File: config.mk
export PLATFORM = sky130hd
export DESIGN_NAME = serial_tx_engine_flat
export DESIGN_NICKNAME = d
export VERILOG_FILES = /design/src/rtl/serial_tx_if.sv /design/src/rtl/serial_tx_engine.sv /design/src/flat_wrapper.sv
export SDC_FILE = /design/constraint.sdc
export NUM_CORES = 1
export LEC_CHECK = 0
export ABC_CLOCK_PERIOD_IN_PS = 7570
export CAP_MARGIN = 20
export CELL_PAD_IN_SITES_DETAIL_PLACEMENT = 0
export CELL_PAD_IN_SITES_GLOBAL_PLACEMENT = 1
export CORE_AREA = 5 5 110 112
export DETAILED_ROUTE_END_ITERATION = 10
export DIE_AREA = 0 0 115 117
export GPL_ROUTABILITY_DRIVEN = 0
export PLACE_DENSITY = 0.75
export RECOVER_POWER = 100
export REMOVE_ABC_BUFFERS = 1
export SYNTH_ARGS = -nofsm -noshare
export SYNTH_HDL_FRONTEND = slang
export SYNTH_SLANG_ARGS = --single-unit
File: constraint.sdc
create_clock -name clock -period 7.57 [get_ports clock]
set_clock_uncertainty 0.15 [all_clocks]
set_input_delay 0.757 -clock clock [delete_from_list [all_inputs] [get_ports clock]]
set_output_delay 0.757 -clock clock [all_outputs]
set_load 0.05 [all_outputs]
File: src/rtl/serial_tx_if.sv
// Bundles the configuration, FIFO pop handshake and serial line of the TX engine.
// The engine connects through the slave modport. The master side drives configuration and FIFO data.
interface serial_tx_if #(
    parameter int DIV_W = 16
);
    logic             enable;
    logic [DIV_W-1:0] baud_div;
    logic [1:0]       word_size;
    logic             parity_en;
    logic             parity_odd;
    logic             nine_bit;
    logic             two_stop;
    logic             fifo_empty;
    logic [8:0]       fifo_rd_data;
    logic             fifo_rd_request;
    logic             tx;
    logic             busy;
    logic             tx_done;

    modport slave (
        input  enable, baud_div, word_size, parity_en, parity_odd, nine_bit,
               two_stop, fifo_empty, fifo_rd_data,
        output fifo_rd_request, tx, busy, tx_done
    );

    modport master (
        output enable, baud_div, word_size, parity_en, parity_odd, nine_bit,
               two_stop, fifo_empty, fifo_rd_data,
        input  fifo_rd_request, tx, busy, tx_done
    );
endinterface

File: src/rtl/serial_tx_engine.sv
// Pops 9-bit words from the TX FIFO and serializes each one as an async frame:
// start, 5-8 data bits LSB first, optional parity/9th bit, then 1 or 2 stop bits.
module serial_tx_engine #(
    parameter int DIV_W = 16
) (
    input  logic        clock,
    input  logic        reset,
    serial_tx_if.slave  bus
);

    typedef enum logic [2:0] {
        ST_IDLE,
        ST_FETCH,
        ST_WAIT,
        ST_LOAD,
        ST_START,
        ST_DATA,
        ST_PAR,
        ST_STOP
    } state_t;

    state_t           state_q;
    logic [DIV_W-1:0] timer_q;
    logic [DIV_W-1:0] div_q;
    logic [7:0]       shift_q;
    logic [2:0]       bitCnt_q;
    logic [2:0]       lastBit_q;
    logic             parBit_q;
    logic             sendPar_q;
    logic             twoStop_q;
    logic             stopCnt_q;
    logic             tx_q;
    logic             busy_q;
    logic             rdReq_q;
    logic             done_q;

    logic [DIV_W-1:0] effDiv_d;
    logic [7:0]       dataMask_d;
    logic [7:0]       maskedData_d;
    logic             parity_d;
    logic             tick;
    logic             inBitState;
    logic             moreWork;

    assign tick       = (timer_q == '0);
    assign inBitState = (state_q == ST_START) || (state_q == ST_DATA) ||
                        (state_q == ST_PAR)   || (state_q == ST_STOP);
    assign moreWork   = bus.enable && !bus.fifo_empty;
    assign effDiv_d   = (bus.baud_div < DIV_W'(2)) ? DIV_W'(2) : bus.baud_div;

    // Data bits above the word size are cleared so they never reach the line or the parity.
    always_comb begin
        dataMask_d = 8'hFF;
        case (bus.word_size)
            2'd0:    dataMask_d = 8'h1F;
            2'd1:    dataMask_d = 8'h3F;
            2'd2:    dataMask_d = 8'h7F;
            default: dataMask_d = 8'hFF;
        endcase
        maskedData_d = bus.fifo_rd_data[7:0] & dataMask_d;
        parity_d     = bus.nine_bit ? bus.fifo_rd_data[8]
                                    : ((^maskedData_d) ^ bus.parity_odd);
    end

    always_ff @(posedge clock or posedge reset) begin
        if (reset) begin
            state_q   <= ST_IDLE;
            timer_q   <= '0;
            div_q     <= DIV_W'(2);
            shift_q   <= '0;
            bitCnt_q  <= '0;
            lastBit_q <= '0;
            parBit_q  <= 1'b0;
            sendPar_q <= 1'b0;
            twoStop_q <= 1'b0;
            stopCnt_q <= 1'b0;
            tx_q      <= 1'b1;
            busy_q    <= 1'b0;
            rdReq_q   <= 1'b0;
            done_q    <= 1'b0;
        end else begin
            rdReq_q <= 1'b0;
            done_q  <= 1'b0;
            if (inBitState && !tick) begin
                timer_q <= timer_q - DIV_W'(1);
            end

            case (state_q)
                ST_IDLE: begin
                    tx_q <= 1'b1;
                    if (moreWork) begin
                        state_q <= ST_FETCH;
                        rdReq_q <= 1'b1;
                        busy_q  <= 1'b1;
                    end
                end

                ST_FETCH: state_q <= ST_WAIT;

                ST_WAIT: state_q <= ST_LOAD;

                // Every frame setting is frozen here so input changes mid-frame have no effect.
                ST_LOAD: begin
                    shift_q   <= maskedData_d;
                    lastBit_q <= {1'b0, bus.word_size} + 3'd4;
                    parBit_q  <= parity_d;
                    sendPar_q <= bus.nine_bit || bus.parity_en;
                    twoStop_q <= bus.two_stop;
                    div_q     <= effDiv_d;
                    timer_q   <= effDiv_d - DIV_W'(1);
                    tx_q      <= 1'b0;
                    state_q   <= ST_START;
                end

                ST_START: begin
                    if (tick) begin
                        tx_q     <= shift_q[0];
                        shift_q  <= shift_q >> 1;
                        bitCnt_q <= '0;
                        timer_q  <= div_q - DIV_W'(1);
                        state_q  <= ST_DATA;
                    end
                end

                ST_DATA: begin
                    if (tick) begin
                        timer_q <= div_q - DIV_W'(1);
                        if (bitCnt_q == lastBit_q) begin
                            if (sendPar_q) begin
                                tx_q    <= parBit_q;
                                state_q <= ST_PAR;
                            end else begin
                                tx_q      <= 1'b1;
                                stopCnt_q <= 1'b0;
                                state_q   <= ST_STOP;
                            end
                        end else begin
                            tx_q     <= shift_q[0];
                            shift_q  <= shift_q >> 1;
                            bitCnt_q <= bitCnt_q + 3'd1;
                        end
                    end
                end

                ST_PAR: begin
                    if (tick) begin
                        tx_q      <= 1'b1;
                        stopCnt_q <= 1'b0;
                        timer_q   <= div_q - DIV_W'(1);
                        state_q   <= ST_STOP;
                    end
                end

                // The final stop tick chains straight into the next fetch, giving a 3-clock gap.
                ST_STOP: begin
                    tx_q <= 1'b1;
                    if (tick) begin
                        if (stopCnt_q == twoStop_q) begin
                            done_q  <= 1'b1;
                            timer_q <= '0;
                            if (moreWork) begin
                                state_q <= ST_FETCH;
                                rdReq_q <= 1'b1;
                            end else begin
                                state_q <= ST_IDLE;
                                busy_q  <= 1'b0;
                            end
                        end else begin
                            stopCnt_q <= 1'b1;
                            timer_q   <= div_q - DIV_W'(1);
                        end
                    end
                end

                default: begin
                    state_q <= ST_IDLE;
                    tx_q    <= 1'b1;
                    busy_q  <= 1'b0;
                end
            endcase
        end
    end

    assign bus.tx              = tx_q;
    assign bus.busy            = busy_q;
    assign bus.fifo_rd_request = rdReq_q;
    assign bus.tx_done         = done_q;

endmodule

File: src/flat_wrapper.sv
// flat-port wrapper written by rule: the top's interface ports become plain ports
module serial_tx_engine_flat 
#(
    parameter int DIV_W = 16
)
  (clock, reset, bus_enable, bus_baud_div, bus_word_size, bus_parity_en, bus_parity_odd, bus_nine_bit, bus_two_stop, bus_fifo_empty, bus_fifo_rd_data, bus_fifo_rd_request, bus_tx, bus_busy, bus_tx_done);
  serial_tx_if #(.DIV_W(DIV_W)) bus_i ();
  input  logic clock;
  input  logic reset;
  input wire logic [$bits(bus_i.enable)-1:0] bus_enable;
  input wire logic [$bits(bus_i.baud_div)-1:0] bus_baud_div;
  input wire logic [$bits(bus_i.word_size)-1:0] bus_word_size;
  input wire logic [$bits(bus_i.parity_en)-1:0] bus_parity_en;
  input wire logic [$bits(bus_i.parity_odd)-1:0] bus_parity_odd;
  input wire logic [$bits(bus_i.nine_bit)-1:0] bus_nine_bit;
  input wire logic [$bits(bus_i.two_stop)-1:0] bus_two_stop;
  input wire logic [$bits(bus_i.fifo_empty)-1:0] bus_fifo_empty;
  input wire logic [$bits(bus_i.fifo_rd_data)-1:0] bus_fifo_rd_data;
  output wire logic [$bits(bus_i.fifo_rd_request)-1:0] bus_fifo_rd_request;
  output wire logic [$bits(bus_i.tx)-1:0] bus_tx;
  output wire logic [$bits(bus_i.busy)-1:0] bus_busy;
  output wire logic [$bits(bus_i.tx_done)-1:0] bus_tx_done;
  assign bus_i.enable = bus_enable;
  assign bus_i.baud_div = bus_baud_div;
  assign bus_i.word_size = bus_word_size;
  assign bus_i.parity_en = bus_parity_en;
  assign bus_i.parity_odd = bus_parity_odd;
  assign bus_i.nine_bit = bus_nine_bit;
  assign bus_i.two_stop = bus_two_stop;
  assign bus_i.fifo_empty = bus_fifo_empty;
  assign bus_i.fifo_rd_data = bus_fifo_rd_data;
  assign bus_fifo_rd_request = bus_i.fifo_rd_request;
  assign bus_tx = bus_i.tx;
  assign bus_busy = bus_i.busy;
  assign bus_tx_done = bus_i.tx_done;
  serial_tx_engine #(.DIV_W(DIV_W)) u_core (.clock(clock), .reset(reset), .bus(bus_i));
endmodule
==> Yosys cells after proc, flatten, opt, wreduce, memory -nomap -nowiden <==
Cells that the tools add are included.
{ "word_totals": {"ff_bits": 57, "output_inout_bits": 4, "in_bits": 35, "word_cells": 120} }
{ "op_classes": {"eq_ne": 22, "magnitude_cmp": 1, "n_reduce_logical": 25, "addsub": 5, "bitwise_logic": 2, "n_mux": 51} }
{ "op_table": {"columns": ["op", "n"], "rows": [
  ["16-bit two-way mux", 5],
  ["16-bit one-hot mux with 3 select lines", 1],
  ["8-bit one-hot mux with 3 select lines", 2],
  ["16-bit by 1-bit subtractor with 16-bit output (second input constant)", 3],
  ["3-bit two-way mux", 10],
  ["1-bit two-way mux", 24],
  ["8-bit two-way mux", 3],
  ["3-bit one-hot mux with 8 select lines", 1],
  ["16-bit logical NOT", 1],
  ["16-bit by 2-bit < comparator with 1-bit output (second input constant)", 1],
  ["7-bit AND reduction", 2],
  ["3-bit equality test (second input constant)", 4],
  ["2-bit inequality test (second input constant)", 6],
  ["4-bit AND reduction", 3],
  ["2-bit by 1-bit inequality test with 1-bit output (second input constant)", 5],
  ["8-bit bitwise AND", 1],
  ["8-bit XOR reduction", 1],
  ["3-bit by 2-bit equality test with 1-bit output (second input constant)", 2],
  ["3-bit one-hot mux with 2 select lines", 1],
  ["3-bit nonzero test", 2],
  ["1-bit one-hot mux with 5 select lines", 1],
  ["5-bit AND reduction", 1],
  ["5-bit nonzero test", 1],
  ["1-bit logical OR", 4],
  ["other kinds (17)", 21]
]} }

==> Depth between registers and ports, before layout <==
Gate-level depths: netlist of the first run.
{ "depth": {"ltp_word": 8, "ltp_mapped": 11, "mapped_depth_nobuf": 10} }

==> Least setup slack after synthesis of the first run <==
No wires, ideal clock.
{ "synth_path": {"path_type": "input -> register", "from": "input bus_baud_div[13]", "to": "register u_core.timer_q[14]", "setup_ns": 0.140, "arrival_ns": 3.009, "slack_ns": 4.271, "stages": 10, "path_cell_list": "nor4_1 nor4b_2 and3_1 nand2b_1 ha_1 nand4b_1 or4_1 nor3_1 xnor2_1 o32ai_1"} }
{ "synth_via": {"elab_chain_len": 4} }
{ "synth_rtl": {"columns": ["element", "line", "rtl"], "rows": [
  ["from (decl)", "flat_wrapper.sv:11", "input wire logic [$bits(bus_i.baud_div)-1:0] bus_baud_div;"],
  ["16-bit by 2-bit < comparator with 1-bit output", "serial_tx_engine.sv:49", "assign effDiv_d = (bus.baud_div < DIV_W'(2)) ? DIV_W'(2) : bus.baud_div;"],
  ["16-bit two-way mux (*)", "serial_tx_engine.sv:49", null],
  ["16-bit by 1-bit subtractor with 16-bit output (*)", "serial_tx_engine.sv:110", "timer_q <= effDiv_d - DIV_W'(1);"],
  ["16-bit one-hot mux with 3 select lines (*)", "serial_tx_engine.sv:88", "case (state_q)"],
  ["to (signal assigned)", "serial_tx_engine.sv:85", "timer_q <= timer_q - DIV_W'(1);"],
  ["to (signal assigned)", "serial_tx_engine.sv:110", null],
  ["to (signal assigned)", "serial_tx_engine.sv:120", "timer_q <= div_q - DIV_W'(1);"],
  ["to (decl)", "serial_tx_engine.sv:23", "logic [DIV_W-1:0] timer_q;"]
]} }
Every way passes the cells marked *; elsewhere a longest branch is shown, timed or not.
A chain may end at the register's enable or synchronous reset.

==> Worst setup path in the final report of the first run <==
{ "layout_path": {"from": "input bus_baud_div[12]", "to": "register u_core.timer_q[14]"} }
Same word-level chain as after synthesis.

==> key figures, run 1 <==
Synth
  • Library cells used by synthesis: 63
  • Top cell type by total area after synthesis: dfrtp_1
  • Post-synth top area share: 36.8%
  • EDFF count, synth: 0
  • Largest family of logic cells by synthesized area: simple AND/OR/NAND/NOR gates
  • Top_reg_cell synth: dfrtp_1
  • Mapped Cells: 438
  • Most common cell in the netlist: nand2_1
  • Synth Register Bits: 57
  • Synth top area cells: dfrtp_1, nand2_1, xnor2_1
  • Sequential fraction of the synthesis area: 38.2%
  • Synth Cell Area: 3740 um2
  • Mapped Avg Cell Area: approximately 8.5 um2
  • Synth Warn #: 0
  • Ys async rst share: 100%
  • Post-synthesis compound-gate area fraction: 16.8%
  • Simple-gate portion of the synthesized area: a little over a quarter
  • Mux contribution to synthesized area: about 2.8%
  • Synth cell count leaders: nand2_1, dfrtp_1, nor2_1, o21ai_1, xnor2_1
  • Adder-Cell Fraction of Synth Area: 3.01%
  • Post-Synth XOR/XNOR Area: 9.84%

Hold path
  • WHS Endpoint: u_core.parBit_q
  • Hold_sp: u_core.parBit_q
  • Worst hold path depth: 2
  • Worst Hold Class: flop to flop

Setup path
  • Nature of the critical path startpoint: input pin
  • Worst Reg2Reg Path Length in Cells: 7
  • Top Family by Delay on Critical Path: simple AND/OR/NAND/NOR gates
  • Reg-to-reg startpoint: u_core.state_q[1]
  • CP Cell Sequence: dlygate4sd3_1 -> nor4_1 -> nor4b_1 -> and3_1 -> nand2b_1 -> ha_1 -> nand4b_1 -> or4_1 -> nor3_1 -> xnor2_1 -> o32ai_1
  • Worst path arrival time: 4.44 ns
  • Maximum fanout along the worst path: 6
  • Crit path required time: 7.61 ns
  • Critical-path top delay cell: nor4b_1
  • CP max stage delay: 0.82 ns
  • FF-to-FF setup slack: 4.18 ns
  • R2R Path End: u_core.timer_q[15]
  • Worst path bufs/invs: 1
  • Crit path capture type: flop
  • Worst Setup Path Type: input pin to flop

Final layout
  • Diodes inserted: 0
  • Seq. cell area: 1430 um2
  • Final Instance Area: 4540 um2
  • # fillers: roughly 1.1k
  • Final nets: approximately 520
  • Area growth, synth to finish: 21.5%
  • Multi-input logic area: 2200 um2
  • Layout cells sized above 1: 5.39%

Floorplan
  • Die Y: 117 um
  • Chip width: 115 um
  • Initial Util: 33.6%
  • Area of the die: 13500 um2
  • Core area: 11100 um2
  • Io pins: 39
  • Row count: 39

GRT
  • Pin count of the biggest net entering global routing: 58
  • Vias in the first global route: 3089
  • Total GRT Usage: 14.6%
  • First-pass GRT wire length: 15.5 mm
  • Antenna violations before repair: 0
  • Total grt overflow: 0

Timing
  • Worst Hold Margin: 0.320 ns
  • Fin. max-slew vios: 58
  • Crit share post-route: 58.1%
  • Final Hold Viols: 0
  • Tightest Pin Transition: 3.08 ns
  • Fmax: 227 MHz
  • Final min period: 4.40 ns
  • Final setup viols: 0
  • Unrepaired setup endpoints after global routing: no
  • Max-slew headroom: -106%
  • Setup TNS: 0 ns

Drt
  • DR WL/cell: ~15 um
  • Vias: 3265
  • Final WL: 9.41 mm
  • Vias/cell: 5.22
  • 1st-iter DRT viols: 134
  • DRT Pass-1 Iters: 4
  • Routed Antenna Nets: 0
  • # DRC: 0

Power
  • Total power draw: 754 uW
  • PwrDens: 166 nW/um2
  • Static Leak: 1.76 nW
  • Max VDD drop: between 0.09 and 0.1 mV

Clock network
  • Hold Buf Count CTS: 0
  • Post-CTS Setup Bufs: 0
  • Root buf cell: clkbuf_16
  • CTS max path bufs: 2
  • Worst-path clk slew: 0.05 ns
  • Clk sinks: 57
  • # H-tree levels: 3
  • Num CTS Buffers: 9
  • CTS tree: done
  • PostCTS Resize Cnt: 0
  • Clk_lat worst skew: ~0.32 ns

Flow run
  • Max cap viols: 1

Outcome
  • Outcome: finished, violations left
  • Failing checks: capacitance limit, slew limit

Place
  • Count of input and output buffers: 38
  • HPWL Detailed: 6.88 mm
  • Dpl cell area: 4260 um2
report_power, final:
part | switching (mW) | internal (mW)
sequential | 0.000384 | 0.306
combinational | 0.0246 | 0.0264
clock | 0.135 | 0.262
total | 0.160 | 0.594
metrics by stage:
step	instances	utilization, %	setup slack [ns]
after floorplan	424	-	4.25
after global placement	608	38.3	3.48
after detailed placement	608	38.3	3.29
after CTS	624	40.9	3.62
after global routing	625	40.8	2.84
final	625	40.8	3.17
registers in the layout, summed over array words and instances (netlist names), 3 cells and up:
register          cells
u_core.div_q         16
u_core.lastBit_q      3
u_core.shift_q        8
u_core.timer_q       16
u_core.state_q        3
u_core.bitCnt_q       3
routing by layer:
layer	global-route usage (%)	vias up	part of all wire [%]
li1	-	1641	-
met1	21.0	1558	50
met2	21.8	55	45
met3	2.52	11	3.7
met4	5.87	0	1.5
met5	0	-	0
kinds of logic after synthesis:
group,Yosys count
mux,10
compound gates,95
buf+inv,25
fa+ha+maj,9
simple gates,200
xor+xnor,42
flops,57
worst register-to-register path, cell delays in order, from the launching register on:
cell and delay (ns):
dfrtp_1 0.38, ha_1 0.47, nor2b_2 0.22, clkbuf_1 1.07, nand2_1 0.25, a31o_2 0.32, o21a_1 0.11, a222oi_1 0.29
area by class of cell:
type	count	share of cell area, %
Tap cell	143	3.94
Clock buffer	13	5.51
Multi-Input combinational cell	356	48.5
Inverter	11	0.909
Timing Repair Buffer	42	8.79
Sequential cell	57	31.5
Clock inverter	3	0.881
cell usage in the layout (no fill, tap or decap), types with 3 or more instances in the layout:
master and count:
nand3b_1 4, ha_1 9, or4_1 4, nor4_1 7
o21ai_1 10, clkdlybuf4s50_1 31, xnor2_1 24, and3_1 4
nor2_1 34, nor2b_1 5, nand3_1 7, a21oi_1 14
nand2_1 86, nor3b_1 3, nor3_1 19, nand2b_1 5
xor2_1 18, dlygate4sd3_1 7, o21ai_0 27, o2bb2ai_1 4
clkbuf_16 9, inv_1 9, or3_1 3, a22oi_1 7
a211o_1 4, nor4b_1 3, and2_1 3, mux2i_1 7
clkbuf_1 6, dfrtp_1 55
worst max-delay path by stage:
| stage | from | to | slack, ns | depth (start not counted) |
|---|---|---|---|---|
| floorplan | bus_baud_div[13] | u_core.timer_q[14] | 4.25 | 10 |
| global placement | bus_baud_div[12] | u_core.timer_q[14] | 3.48 | 11 |
| detailed placement | bus_baud_div[12] | u_core.timer_q[14] | 3.29 | 11 |
| CTS | bus_baud_div[8] | u_core.timer_q[14] | 3.62 | 11 |
| global route | bus_baud_div[12] | u_core.timer_q[14] | 2.84 | 11 |
| finish | bus_baud_div[12] | u_core.timer_q[14] | 3.17 | 11 |
(Power assumes the default switching activity.)
==> run 2, diff against run 1 <==
- ABC_CLOCK_PERIOD_IN_PS: 7570 -> 3600
- PLACE_DENSITY: 0.75 -> 0.77
- clock period: 7.57 -> 3.6 ns (I/O delays scaled with it)
==> run 2 against run 1 <==
  * The flow now finishes without violations
  * Worst hold slack gained 0.010 ns
  * Flip-flop and latch count did not move
  * Sequential power grew 110%
  * Via count increased by 3.9%
  * Combinational power up 130%
  * Total power grew 110%
  * Core utilization is 0.78 points higher
  * Global-route usage is 0.23 points higher
  * Critical endpoint unchanged
  * Highest routed layer unchanged
==> key figures, run 2 (synthesis gave the netlist of run 1 again) <==
Outcome
  • Outcome: finished, final reports clean

Final layout
  • Commonest non-fill, non-tap cell in the layout: nand2_1
  • Diodes inserted: 0
  • Layout cells sized above 1: 7.89%
  • # fillers: 1152
  • Commonest cells after routing, fill and taps aside: nand2_1, dfrtp_1, nor2_1
  • Util after Layout: 41.6%
  • Area growth, synth to finish: 23.8%
  • Final nets: 533
  • Top flop regs: u_core.div_q: 16 flops, u_core.timer_q: 16 flops, u_core.shift_q: 8 flops

Clock network
  • Root buf cell: clkbuf_16
  • Clk sinks: 57
  • Clk_lat worst skew: 0.33 ns
  • # H-tree levels: 3
  • PostCTS Resize Cnt: 0
  • CTS max path bufs: 2
  • CTS tree: done
  • Worst-path clk slew: 0.05 ns
  • Hold Buf Count CTS: 0
  • Num CTS Buffers: 9
  • Post-CTS Setup Bufs: 0

Place
  • Count of input and output buffers: 38
  • HPWL Detailed: 7.13 mm

Setup path
  • Worst Setup Path Type: input pin to flop
  • Worst Setup EP: u_core.timer_q[14]
  • Nature of the critical path startpoint: input pin
  • Worst Reg2Reg Path Length in Cells: 8
  • R2R Path End: u_core.state_q[1]
  • Maximum fanout along the worst path: 3
  • Worst path arrival time: 3.19 ns
  • FF-to-FF setup slack: approximately 0.47 ns
  • Setup crit start: bus_baud_div[13]
  • Reg-to-reg startpoint: u_core.timer_q[0]
  • Crit path capture type: flop
  • Crit path required time: 3.63 ns

Floorplan
  • Die Y: 117 um
  • Row count: 39
  • Initial Util: 33.6%
  • Core area: 11100 um2
  • Chip width: 115 um
  • Io pins: 39
  • Area of the die: 13500 um2

Drt
  • DRT Pass-1 Iters: 4
  • Vias: 3392
  • # DRC: 0
  • 1st-iter DRT viols: 176
  • DR WL/cell: about 15 um
  • Routed Antenna Nets: 0
  • Final WL: 9.53 mm
  • Vias/cell: 5.32

Power
  • Sw power: 353 uW
  • Reg power frac: between 40% and 50%
  • Sw Share: 22.3%
  • Static Leak: about 1.8 nW
  • PwrDens: 343 nW/um2
  • Clock power share: 52.3%
  • Combinational power share: 7.2%
  • Max VDD drop: 0.172 mV
  • P_int: around 1.2 mW

Hold path
  • Hold_sp: u_core.shift_q[1]
  • Worst Hold Class: flop to flop

GRT
  • Met1 Usage GRT: roughly 22%
  • Total GRT Usage: 14.8%
  • Met3 Use GR: between 2 and 2.5%
  • Antenna violations before repair: 0
  • Global Route met2 Usage: approximately 22%
  • Total grt overflow: 0
  • Vias in the first global route: 3110
  • Pin count of the biggest net entering global routing: 58
  • Grt peak-use layer: met2
  • First-pass GRT wire length: 16.0 mm

Flow run
  • Max cap viols: 0

Timing
  • Setup TNS: 0 ns
  • Final min period: 3.16 ns
  • Tightest Pin Transition: 1.46 ns
  • Final Hold Viols: 0
  • Fmax: 316 MHz
  • Unrepaired setup endpoints after global routing: no
  • Fin. max-slew vios: 0
  • Max-slew headroom: 2.59%
  • Final setup viols: 0
  • Crit share post-route: ~88%
==> run 2: worst min-delay path by stage <==
stage / end / depth (start not counted)
2_1_floorplan: u_core.parBit_q / 2
3_3_place_gp: u_core.parBit_q / 2
3_5_place_dp: u_core.shift_q[3] / 2
4_1_cts: u_core.shift_q[3] / 2
5_1_grt: u_core.shift_q[6] / 2
6_report: u_core.shift_q[1] / 2
==> run 2: power groups by stage <==
| stage | Combinational [mW] | Sequential [mW] | Clock, mW |
|---|---|---|---|
| floorplan | 0.0466 | 0.654 | 0 |
| global placement | 0.116 | 0.654 | 0 |
| detailed placement | 0.116 | 0.654 | 0 |
| CTS | 0.117 | 0.643 | 0.841 |
| global route | 0.127 | 0.643 | 0.868 |
| finish | 0.115 | 0.643 | 0.830 |
==> run 2: per-stage QoR <==
stage	cells	instance area (um2)	setup WS, ns	power, mW	hold slack [ns]
final	637	4630	0.438	1.59	0.330
after global routing	637	4630	0.244	1.64	0.350
after CTS	636	4640	0.476	1.60	0.341
after detailed placement	620	4350	0.140	0.770	0.329
after global placement	620	4350	0.216	0.769	0.310
after floorplan	424	3680	0.677	0.700	0.291
==> run 2: cell type report <==
class	count	area (um2)	area share (%)
sequential	57	1430	30.9
timing repair buffer	54	483	10.4
clock buffer	10	229	4.95
inverter	11	41.3	0.892
multi-input combinational	356	2210	47.7
tap	143	179	3.86
clock inverter	6	58.8	1.27
==> run 2: critical path, stage by stage <==
cell and delay (ns):
clkdlybuf4s50_1 0.43, nor4_1 0.33, nor4b_2 0.33, and3_1 0.24, nand2b_1 0.17, ha_1 0.20
nand4b_1 0.17, or4_1 0.48, nor3_1 0.20, xnor2_1 0.16, o32ai_1 0.13
==> run 2: layer usage <==
metal | up-vias | wire length [um]
met1 | 1628 | 4630
met4 | 0 | 127
met3 | 10 | 409
met5 | - | 0
met2 | 81 | 4360
li1 | 1673 | -
==> run 3, diff against run 2 <==
- CORE_AREA: 5 5 110 112 -> 5 5 104 106
- DIE_AREA: 0 0 115 117 -> 0 0 109 111
- PLACE_DENSITY: 0.77 -> 0.85
==> run 3 against run 2 <==
  * Via count is 0.27% higher
  * Largest power group unchanged
  * Highest routed layer unchanged
  * Design area is 1.6% lower
  * Total power is 8.7% lower
  * Register-to-register slack better by 0.03 ns
  * Count of clock-buffer cells in the layout is 3 higher
  * Global-route usage is 2.1 points higher
  * Worst hold slack worse by 0.0035 ns
  * Setup slack worse by 0.13 ns
  * The flow now finishes with violations (capacitance limit, slew limit)
  * Flip-flop and latch count stayed put
==> key figures, run 3 (synthesis gave the netlist of run 1 again) <==
Hold path
  • Worst Hold Class: flop to flop

Timing
  • Fin. max-slew vios: 31
  • Final setup viols: 0
  • Final Hold Viols: 0
  • Unrepaired setup endpoints after global routing: no
  • Max-slew headroom: -4.02%
  • Tightest Pin Transition: 1.56 ns
  • Setup TNS: 0 ns
  • Fmax: between 300 and 400 MHz
  • Worst Hold Margin: between 0.3 and 0.4 ns
  • Crit share post-route: 91.5%
  • Final min period: approximately 3.3 ns

Drt
  • Routed Antenna Nets: 0
  • # DRC: 0
  • 1st-iter DRT viols: 233
  • Final WL: 9.68 mm
  • Vias/cell: 5.44
  • DRT Pass-1 Iters: 5
  • DR WL/cell: approximately 15 um
  • Vias: 3401

Final layout
  • Top flop regs: u_core.div_q: 16 flops, u_core.timer_q: 16 flops, u_core.shift_q: 8 flops
  • Area growth, synth to finish: 21.7%
  • Diodes inserted: 0
  • Final nets: 532
  • # fillers: 940
  • Commonest non-fill, non-tap cell in the layout: nand2_1
  • Layout cells sized above 1: under 10%
  • Commonest cells after routing, fill and taps aside: nand2_1, dfrtp_1, nor2_1

Setup path
  • Critical-path top delay cell: dlygate4sd3_1
  • R2R Path End: u_core.state_q[1]
  • FF-to-FF setup slack: 0.50 ns
  • Worst Setup Path Type: input pin to flop
  • Maximum fanout along the worst path: 3
  • Nature of the critical path startpoint: input pin
  • WP depth: 11
  • Worst path arrival time: 3.32 ns
  • Worst Reg2Reg Path Length in Cells: 8
  • Reg-to-reg startpoint: u_core.timer_q[0]
  • Worst path bufs/invs: 1
  • Crit path required time: about 3.6 ns
  • Setup crit start: bus_baud_div[13]
  • Top Family by Delay on Critical Path: simple AND/OR/NAND/NOR gates
  • CP Cell Sequence: dlygate4sd3_1 -> nor4_1 -> nor4b_2 -> and3_1 -> nand2b_1 -> ha_1 -> nand4b_1 -> or4_1 -> nor3_1 -> xnor2_1 -> o32ai_1
  • CP max stage delay: 0.57 ns
  • Worst Setup EP: u_core.timer_q[14]
  • Crit path capture type: flop

Place
  • HPWL Detailed: 7.14 mm
  • Count of input and output buffers: 38

GRT
  • Pin count of the biggest net entering global routing: 47
  • Total GRT Usage: 16.9%
  • Vias in the first global route: 3363
  • Antenna violations before repair: 0
  • First-pass GRT wire length: 16.4 mm
  • Total grt overflow: 0

Power
  • PwrDens: 318 nW/um2
  • Sw power: 304 uW
  • Max VDD drop: between 0.2 and 0.25 mV
  • Clock power share: 47.8%
  • P_int: 1.14 mW
  • Static Leak: 1.80 nW
  • Combinational power share: 7.9%
  • Reg power frac: 44.3%
  • Sw Share: 21.0%

Clock network
  • Root buf cell: clkbuf_8
  • Post-CTS Setup Bufs: 0
  • PostCTS Resize Cnt: 0
  • Worst-path clk slew: 0.06 ns
  • # H-tree levels: 3
  • Clk sinks: between 50 and 60
  • Clk_lat worst skew: roughly 0.34 ns
  • CTS tree: done
  • Hold Buf Count CTS: 0
  • CTS max path bufs: 2
  • Num CTS Buffers: 9

Floorplan
  • Die Y: 111 um
  • Io pins: 39
  • Row count: 36
  • Chip width: ~110 um
  • Core area: 9680 um2
  • Area of the die: 12100 um2
  • Initial Util: 38.6%

Outcome
  • Failing checks: capacitance limit, slew limit
  • Outcome: finished, violations left

Flow run
  • Max cap viols: 1
==> run 3: changes by cell type in the layout (fill, tap and decap cells not counted), sizes merged <==
cell,previous run,this run
dlygate4sd3,5,6
clkdlybuf4s50,33,32
clkinv,7,1
bufinv,1,2
inv,9,10
clkbuf,15,17
==> run 3: stage by stage <==
stage / std cells / area [um2] / worst slack (ns) / power [mW] / utilization [%]
global route: 625 / 4550 / 0.127 / 1.51 / 47.0
detailed placement: 608 / 4330 / 0.0884 / 0.769 / 44.7
finish: 625 / 4550 / 0.307 / 1.45 / 47.0
floorplan: 424 / 3680 / 0.677 / 0.700 / -
CTS: 623 / 4560 / 0.446 / 1.47 / 47.0
global placement: 608 / 4330 / 0.237 / 0.768 / 44.7
==> run 3: tightest hold or removal path: stages (launching register included) <==
cell,delay [ns]
dfrtp_1,0.33
nand2_1,0.04
o21ai_0,0.06
==> run 3: layout make-up <==
cell class	count	area [um2]	share of cell area, %
clock buffer	13	169	3.71
timing repair buffer	53	478	10.5
clock inverter	2	60.1	1.32
multi-input combinational	356	2210	48.5
sequential	57	1430	31.4
tap	133	166	3.65
inverter	11	41.3	0.907
==> run 3: worst min path at each step <==
| stage | from | to | slack (ns) | depth (start not counted) |
|---|---|---|---|---|
| after floorplan | u_core.parBit_q | u_core.parBit_q | 0.29 | 2 |
| after global placement | u_core.parBit_q | u_core.parBit_q | 0.31 | 2 |
| after detailed placement | u_core.parBit_q | u_core.parBit_q | 0.33 | 2 |
| after CTS | u_core.parBit_q | u_core.parBit_q | 0.34 | 2 |
| after global routing | u_core.shift_q[1] | u_core.shift_q[1] | 0.35 | 2 |
| final | u_core.parBit_q | u_core.parBit_q | 0.33 | 2 |
==> run 3: power groups by stage <==
stage / clock network (mW) / registers (mW) / logic (mW)
after floorplan: 0 / 0.654 / 0.0466
after global placement: 0 / 0.654 / 0.114
after detailed placement: 0 / 0.654 / 0.116
after CTS: 0.716 / 0.642 / 0.116
after global routing: 0.742 / 0.642 / 0.126
final: 0.693 / 0.642 / 0.114
==> run 3: routing by layer <==
layer / vias to the layer above / track usage (%) / routed length, um
met1: 1646 / 23.5 / 4530
li1: 1658 / - / -
met3: 11 / 2.91 / 421
met5: - / 0 / 0
met4: 0 / 4.55 / 120
met2: 86 / 26.9 / 4620
